`src/rtl/spiker_result_fifo.sv`:
```
// ---------------------------------------------------------------------------
// spiker_result_fifo
//
// Buffers spike frames from the SNN core and hands them to the adapter
// register file. Incoming frames pass a run-time decimator (keeps 1 of every
// decim_i+1 accepted frames). Kept frames go into a DEPTH-entry FIFO. The
// head frame is presented as N_REG words of WIDTH bits.
//
// When the FIFO is full it either back-pressures (mode_i = 0) or overwrites
// the oldest entry (mode_i = 1).
//
// Ports
//   clk_i, rst_ni     clock, asynchronous active-low reset
//   clr_i             synchronous flush of FIFO, decimator, overflow, frame_cnt
//   mode_i            0 = back-pressure when full, 1 = overwrite oldest
//   decim_i           keep period minus 1 (0 = keep every frame)
//   in_valid_i/in_ready_o/in_data_i   spike frame input handshake
//   pop_i             host consumed the head frame
//   out_valid_o       FIFO non-empty
//   out_words_o       head frame, word i at [(i+1)*WIDTH-1 -: WIDTH]
//   level_o           frames stored
//   sample_o          one-cycle pulse per frame written
//   overflow_o        sticky, set when a stored frame was overwritten
//   frame_cnt_o       frames written since reset/clr, wraps at 2^16
// ---------------------------------------------------------------------------
module spiker_result_fifo #(
    parameter int WIDTH      = 32,
    parameter int N_REG      = 24,
    parameter int DATA_WIDTH = 800,
    parameter int DEPTH      = 4,
    parameter int DEC_W      = 4
) (
    input  logic                         clk_i,
    input  logic                         rst_ni,
    input  logic                         clr_i,
    input  logic                         mode_i,
    input  logic [DEC_W-1:0]             decim_i,
    input  logic                         in_valid_i,
    output logic                         in_ready_o,
    input  logic [DATA_WIDTH-1:0]        in_data_i,
    input  logic                         pop_i,
    output logic                         out_valid_o,
    output logic [N_REG*WIDTH-1:0]       out_words_o,
    output logic [$clog2(DEPTH+1)-1:0]   level_o,
    output logic                         sample_o,
    output logic                         overflow_o,
    output logic [15:0]                  frame_cnt_o
);

    localparam int FW = N_REG * WIDTH;
    localparam int AW = $clog2(DEPTH);
    localparam int LW = $clog2(DEPTH + 1);

    // Storage and pointers. Pointers carry one extra MSB so that
    // full (MSBs differ, index equal) and empty (equal) are distinct.
    logic [DEPTH-1:0][FW-1:0]     mem;
    logic [AW:0]                  wr_ptr, rd_ptr;
    logic [DEC_W-1:0]             dec_cnt;
    logic                         overflow;
    logic                         sample;
    logic [15:0]                  frame_cnt;

    logic [N_REG-1:0][WIDTH-1:0]  wr_frame;
    logic [AW:0]                  count;
    logic                         full, empty;
    logic                         hs, keep, wr_en, pop_ok, ovw, rd_adv;

    // Unpack the kept part of the spike frame into result words.
    for (genvar i = 0; i < N_REG; i++) begin : g_word
        assign wr_frame[i] = in_data_i[(i+1)*WIDTH-1 -: WIDTH];
    end

    // Bits above N_REG*WIDTH are intentionally dropped.
    if (DATA_WIDTH > FW) begin : g_hi
        logic unused_hi;
        assign unused_hi = ^in_data_i[DATA_WIDTH-1:FW];
    end

    assign count = wr_ptr - rd_ptr;
    assign empty = (wr_ptr == rd_ptr);
    assign full  = (wr_ptr[AW] != rd_ptr[AW]) &&
                   (wr_ptr[AW-1:0] == rd_ptr[AW-1:0]);

    // Depends only on registered state and mode_i, never on pop_i.
    assign in_ready_o = mode_i | ~full;

    // Every handshake ticks the decimator. The >= test means a lowered
    // decim_i releases the counter on the next handshake instead of
    // waiting for a wrap.
    assign hs     = in_valid_i & in_ready_o;
    assign keep   = hs & (dec_cnt >= decim_i);
    assign wr_en  = keep & ~clr_i;
    assign pop_ok = pop_i & ~empty & ~clr_i;

    // A write into a full FIFO is only possible in overwrite mode. Without
    // a pop, the oldest entry is discarded by advancing the read pointer.
    assign ovw    = wr_en & full & ~pop_ok;
    assign rd_adv = pop_ok | ovw;

    always_ff @(posedge clk_i or negedge rst_ni) begin
        if (!rst_ni) begin
            wr_ptr <= '0;
            rd_ptr <= '0;
        end else if (clr_i) begin
            // Flush by catching the reader up. Storage keeps its contents.
            rd_ptr <= wr_ptr;
        end else begin
            if (wr_en)  wr_ptr <= wr_ptr + 1'b1;
            if (rd_adv) rd_ptr <= rd_ptr + 1'b1;
        end
    end

    always_ff @(posedge clk_i or negedge rst_ni) begin
        if (!rst_ni) begin
            mem <= '0;
        end else if (wr_en) begin
            mem[wr_ptr[AW-1:0]] <= wr_frame;
        end
    end

    always_ff @(posedge clk_i or negedge rst_ni) begin
        if (!rst_ni) begin
            dec_cnt <= '0;
        end else if (clr_i) begin
            dec_cnt <= '0;
        end else if (hs) begin
            dec_cnt <= keep ? '0 : dec_cnt + 1'b1;
        end
    end

    always_ff @(posedge clk_i or negedge rst_ni) begin
        if (!rst_ni) begin
            overflow  <= 1'b0;
            sample    <= 1'b0;
            frame_cnt <= '0;
        end else begin
            sample <= wr_en;
            if (clr_i) begin
                overflow  <= 1'b0;
                frame_cnt <= '0;
            end else begin
                if (ovw)   overflow  <= 1'b1;
                if (wr_en) frame_cnt <= frame_cnt + 16'd1;
            end
        end
    end

    assign out_valid_o = ~empty;
    assign out_words_o = mem[rd_ptr[AW-1:0]];
    assign level_o     = LW'(count);
    assign sample_o    = sample;
    assign overflow_o  = overflow;
    assign frame_cnt_o = frame_cnt;

endmodule

```
`config.mk`:
```
export PLATFORM = sky130hd
export DESIGN_NAME = spiker_result_fifo
export DESIGN_NICKNAME = d
export VERILOG_FILES = /design/src/rtl/spiker_result_fifo.sv
export SDC_FILE = /design/constraint.sdc
export NUM_CORES = 2
export LEC_CHECK = 0
export BUFFER_PORTS_ARGS = -buffer_cell sky130_fd_sc_hd__clkbuf_2
export CORE_AREA = 5 5 620 622
export DETAILED_ROUTE_END_ITERATION = 12
export DIE_AREA = 0 0 625 627
export SYNTH_ARGS = -nofsm -noshare
export SYNTH_HDL_FRONTEND = slang
export SYNTH_SLANG_ARGS = --single-unit
```
`constraint.sdc`:
```
create_clock -name clk_i -period 4.46 [get_ports clk_i]
set_input_delay 0.446 -clock clk_i [delete_from_list [all_inputs] [get_ports clk_i]]
set_output_delay 0.446 -clock clk_i [all_outputs]
set_load 0.02 [all_outputs]
```
## After elaboration in Yosys (flattened, before gate mapping)

Cells that the tools add are included.
W data, S select, Z words.

| operators by class | value |
|---|---|
| add/sub/neg operators | 5 |
| $mul | 0 |
| div/mod/pow operators | 0 |
| magnitude comparators | 4 |
| eq/ne operators | 3 |
| shifts and indexed selects | 0 |
| mux-type cells | 14 |
| bitwise gates (word level) | 13 |
| reductions and logical operators | 7 |

Operator list:

| cell | number |
|---|---|
| $bwmux W3072 | 1 |
| $bmux W768 S2 | 1 |
| $demux W768 S2 | 1 |
| $mux W768 | 2 |
| $mux W16 | 2 |
| $add A16 B1 Y16 const B | 1 |
| $mux W4 | 3 |
| $reduce_bool A2 Y1 | 4 |
| $and A1 B1 Y1 | 7 |
| $add A3 B1 Y3 const B | 2 |
| $lt A2 B3 Y1 const B | 2 |
| $mux W3 | 2 |
| $add A4 B1 Y4 const B | 1 |
| $ge A4 B4 Y1 | 1 |
| $not A1 Y1 | 4 |
| $eq A3 B3 Y1 | 1 |
| $sub A3 B3 Y3 | 1 |
| $eq A2 B2 Y1 | 1 |
| $ge A2 B1 Y1 const B | 1 |
| $logic_and A1 B1 Y1 | 2 |
| $mux W1 | 2 |
| $or A1 B1 Y1 | 2 |
| $reduce_and A2 Y1 | 1 |
| $ne A1 B1 Y1 | 1 |

| word-level totals | value |
|---|---|
| bits in registers | 3,100 |
| latch bits | 0 |
| bits in writable memories | 0 |
| memory bits (read-only) | 0 |
| input bits | 810 |
| logic and storage cells | 56 |
| memories kept | 0 |

## Logic depth before layout (Yosys ltp)

| depth | value |
|---|---|
| depth after elaboration | 12 |
| depth in mapped cells | 15 |

## Worst setup path before layout

No wires, ideal clock.

| timing path | value |
|---|---|
| kind | register to register |
| start | register rd_ptr[1] |
| end | register mem[2552] (netlist bit) |
| setup time | 0.127 ns |
| data arrival time | 3.608 ns |
| data required time | 4.333 ns |
| slack | 0.725 ns |
| stages on the path, launching flop included | 16 |
| buffers on the path | 8 |
| clock period less this slack | 3.735 ns |
| cells stage by stage | dfrtp_1 -> clkbuf_1 -> clkbuf_1 -> clkbuf_1 -> clkbuf_1 -> inv_1 -> ha_1 -> nand2_1 -> o31ai_4 -> or3_1 -> buf_2 -> nor3b_2 -> buf_4 -> buf_4 -> buf_6 -> mux2_1 |

| between the ends | value |
|---|---|
| longest elaborated chain between the ends | 7 |

Ends and longest elaborated chain:

| element | RTL line | RTL |
|---|---|---|
| from (decl) | 57 | `logic [AW:0] wr_ptr, rd_ptr;` |
| from (signal assigned) | 106 | `rd_ptr <= wr_ptr;` |
| from (signal assigned) | 109 | `if (rd_adv) rd_ptr <= rd_ptr + 1'b1;` |
| $eq A2 B2 Y1 | 82 | `(wr_ptr[AW-1:0] == rd_ptr[AW-1:0]);` |
| $logic_and A1 B1 Y1 | 81 | `assign full = (wr_ptr[AW] != rd_ptr[AW]) &&` |
| $not A1 Y1 | 85 | `assign in_ready_o = mode_i \| ~full;` |
| $or A1 B1 Y1 | 85 |  |
| $and A1 B1 Y1 | 90 | `assign hs = in_valid_i & in_ready_o;` |
| $and A1 B1 Y1 | 91 | `assign keep = hs & (dec_cnt >= decim_i);` |
| $and A1 B1 Y1 | 92 | `assign wr_en = keep & ~clr_i;` |
| to (signal, indexed assignment) | 117 | `mem[wr_ptr[AW-1:0]] <= wr_frame;` |
| to (decl) | 56 | `logic [DEPTH-1:0][FW-1:0] mem;` |

No other way between the ends.
A chain may end at the register's enable or synchronous reset.

## Worst setup path after layout

| timing path | value |
|---|---|
| start | register rd_ptr[1] |
| end | output port out_words_o[337] |

| between the ends | value |
|---|---|
| longest elaborated chain between the ends | 2 |

Ends and longest elaborated chain:

| element | RTL line | RTL |
|---|---|---|
| $bmux W768 S2 | 149 | `assign out_words_o = mem[rd_ptr[AW-1:0]];` |
| $mux W768 (implied by the code) | 149 |  |
| to (decl) | 43 | `output logic [N_REG*WIDTH-1:0] out_words_o,` |

No other way between the ends. The select of a mux whose other input is x is not followed.

==> impl_metrics.toml <==
[timing]
fin_crit_sh_pct = 95.1
rsz0062_at_grt = "yes"
setup_viol = 0
maxSlewViolCount = 0
max-slew-margin-rel_pct = 13.1
hold_violations = 0
setup_slack_ps = 216
worst_pin_slew_ps = 1300
maxClockFrequency_ghz = 0.236
clock_skew_ps = 97.2
fin_crit_ps = 4240

[logic_synthesis]
ys_types = 41
ys_seq_elements = 3100
postSynthCellCount = 7613
synth_warnings = 0
ys_seq_area_share_pct = 58.0
syn_area_um2 = 134000
synth_nets = 8437
avgSynthCellArea_um2 = 17.6

[worst_setup_path]
r2r-end = "mem[1883]"
worstSetupStartpointType = "flop"
worstSetupEndpointType = "primary output"
required_ps = 4010
critical_path.max_fanout = 126
arrival_ps = 3800
path_class = "reg2out"
reg2reg_slack_ps = 560
r2r-start = "rd_ptr[0]"
r2r_cells = 8

[clocking]
ctsHtreeMaxLevel = 5
cts_tree = "yes"
clock_sinks = 3100
clkTransAtPathRegs_ps = 60
ctsRootBufferMaster = "clkbuf_16"
cts_buffers = 349
worst_skew_pair.late_latency_ps = 920
post_cts_buffers = 0
clockBufferDepth = 4

[die]
die_area_um2 = 392000
ios = 1601
core_um2 = 378000
rows = 226
fp.dieW_um = 625
die_y_um = 627
start_util_pct = 35.4

[drt]
ant_nets = 0
viasPerCell = 5.19
dr_total_vias = 79700
drt_iter0_markers = 4205
wl_per_cell_um = 26.9
drcViolationCount = 0
drt_first_pass_iters = 5
drt-total-wl_um = 413000

[pwr]
swShare_pct = 34.4
ir_drop_v = 0.000456
internal-power_mw = 75.2
p_sw_mw = 39.4
p_clk_share_pct = 25.8
power_density_nw_per_um2 = 686
pwr-share-seq_pct = 38.3
power.share.combinational_pct = 35.9
p_leak_nw = 79.8

[cells_and_area]
layout_commonest_cell = "dfrtp_1"
fin_area_um2 = 167000
drive_gt1_share_pct = 53.5
fillers = 33200
area_delta_synth_final_pct = 24.9
final_nets = 10800
final_cell_mix = "3098 x dfrtp_1, 2391 x mux2_2, 1567 x clkbuf_2"
post-route-util_pct = 44.2

[hold_path]
hold_class = "in2async"

[placed_design]
postPlaceCellArea_um2 = 147000
port_buffers = 1568
dp_hpwl_um = 291000
pre_cts_ws_ps = 360
gp_congestion = 0.826

[grt]
track_usage_pct = 20.7
grt_pass1_vias = 89600
grt_start_max_net_pins = 166
grt_first_pass_wirelength_um = 616000
grt-ovfl-total = 0
antenna_found_initial = 138

[run]
drv_cap = 0

[status]
status = "complete, no violations"
==> layer usage <==
metal	wire, um	track usage (%)
met1	161000	25.2
met2	202000	34.2
met3	24300	5.00
met4	26200	10.9
met5	379	0
==> cell families (layout without fill, tap and decap cells) <==
| family | count (synthesis) | count (layout) | synth area share [%] |
|---|---|---|---|
| xor gates and xnor gates | 10 | 10 | 0.0711 |
| muxes | 3849 | 3849 | 38.9 |
| adders and majority gates | 14 | 14 | 0.137 |
| AOI/OAI and AO/OA | 20 | 20 | 0.108 |
| DFF | 3100 | 3100 | 58.0 |
| other | 0 | 83 | 0 |
| and+or+nand+nor | 86 | 86 | 0.354 |
| buffers and inverters | 534 | 3197 | 2.46 |
==> area by class of cell <==
| class | instances | area [um^2] | area share (%) |
|---|---|---|---|
| Clock inverter | 114 | 1680 | 1.01 |
| Tap cell | 5016 | 6280 | 3.76 |
| Timing Repair Buffer | 2547 | 18000 | 10.8 |
| Antenna cell | 83 | 208 | 0.124 |
| Multi-Input combinational cell | 3979 | 52900 | 31.7 |
| Sequential cell | 3100 | 77600 | 46.4 |
| Clock buffer | 520 | 10300 | 6.17 |
| Inverter | 16 | 60.1 | 0.0360 |
==> Yosys cell counts (all sizes together) <==
| cell | number | area [um^2] |
|---|---|---|
| dfrtp | 3100 | 77600 |
| mux2 | 3080 | 34700 |
| mux4 | 768 | 17300 |
| buf | 451 | 2980 |
| clkbuf | 67 | 251 |
| nor2 | 19 | 71.3 |
| inv | 16 | 60.1 |
| ha | 13 | 163 |
| nand2 | 12 | 45.0 |
| nor2b | 11 | 68.8 |
| nor3 | 9 | 45.0 |
| nand3 | 8 | 40.0 |
| xnor2 | 8 | 77.6 |
| nand4 | 6 | 37.5 |
| nor4 | 6 | 37.5 |
| o21ai | 6 | 30.0 |
| a21oi | 5 | 25.0 |
| nor3b | 4 | 45.1 |
| and4 | 3 | 26.3 |
| nand2b | 3 | 18.8 |
| o21a | 2 | 15.0 |
| o31ai | 2 | 28.8 |
| or4 | 2 | 15.0 |
| xor2 | 2 | 17.5 |
| a221o | 1 | 10.0 |
| a311oi | 1 | 8.76 |
| a31o | 1 | 8.76 |
| a32oi | 1 | 8.76 |
| and3 | 1 | 6.26 |
| fa | 1 | 20.0 |
| mux2i | 1 | 10.0 |
| o31a | 1 | 8.76 |
| or3 | 1 | 6.26 |
| or4b | 1 | 10.0 |
==> how the worst max path moves through the flow <==
stage | start | to | slack [ps] | depth (start not counted)
final | rd_ptr[1] | out_words_o[337] | 220 | 5
after global routing | rd_ptr[0] | out_words_o[337] | -10 | 4
after CTS | rd_ptr[0] | out_words_o[14] | 6 | 4
after detailed placement | decim_i[2] | mem[1598] | 360 | 11
after global placement | decim_i[2] | mem[1599] | 360 | 11
after floorplan | rd_ptr[1] | mem[2552] | 720 | 15
==> stage by stage <==
| step | setup TNS (ps) | hold slack (ps) | total power [mW] | cells |
|---|---|---|---|---|
| CTS | 0 | 104 | 116 | 15300 |
| global route | -9.65 | 164 | 120 | 15300 |
| global placement | 0 | 461 | 83.2 | 13900 |
| floorplan | 0 | 150 | 69.2 | 7613 |
| finish | 0 | 185 | 115 | 15400 |
| detailed placement | 0 | 469 | 85.3 | 13900 |
==> critical path: stages (launching register included) <==
cell,delay [ps]
dfrtp_4,420
buf_12,350
buf_12,410
buf_6,460
mux4_2,400
clkbuf_2,210
==> power by group through the flow <==
| stage | sequential (mW) | clock [mW] | combinational [mW] |
|---|---|---|---|
| 6_report | 43.9 | 29.5 | 41.2 |
| 4_1_cts | 43.9 | 30.3 | 41.8 |
| 3_3_place_gp | 43.1 | 0 | 40.1 |
| 5_1_grt | 45.1 | 31.4 | 43.6 |
| 3_5_place_dp | 44.4 | 0 | 41.0 |
| 2_1_floorplan | 42.2 | 0 | 27.0 |
==> sequential cells by signal, summed over array words and instances (netlist names) <==
signal,flops
wr_ptr,3
rd_ptr,3
overflow_o,1
mem,3072
frame_cnt_o,16
sample_o,1
dec_cnt,4
==> repair_timing <==
action | in CTS | in global routing
endpoints found under the hold margin | 3131 | 0
gates cloned | 0 | 0
gates resized for setup | 2 | 6
setup endpoints to repair | 5 | 87
hold buffers | 773 | 0
(Power assumes the default switching activity.)
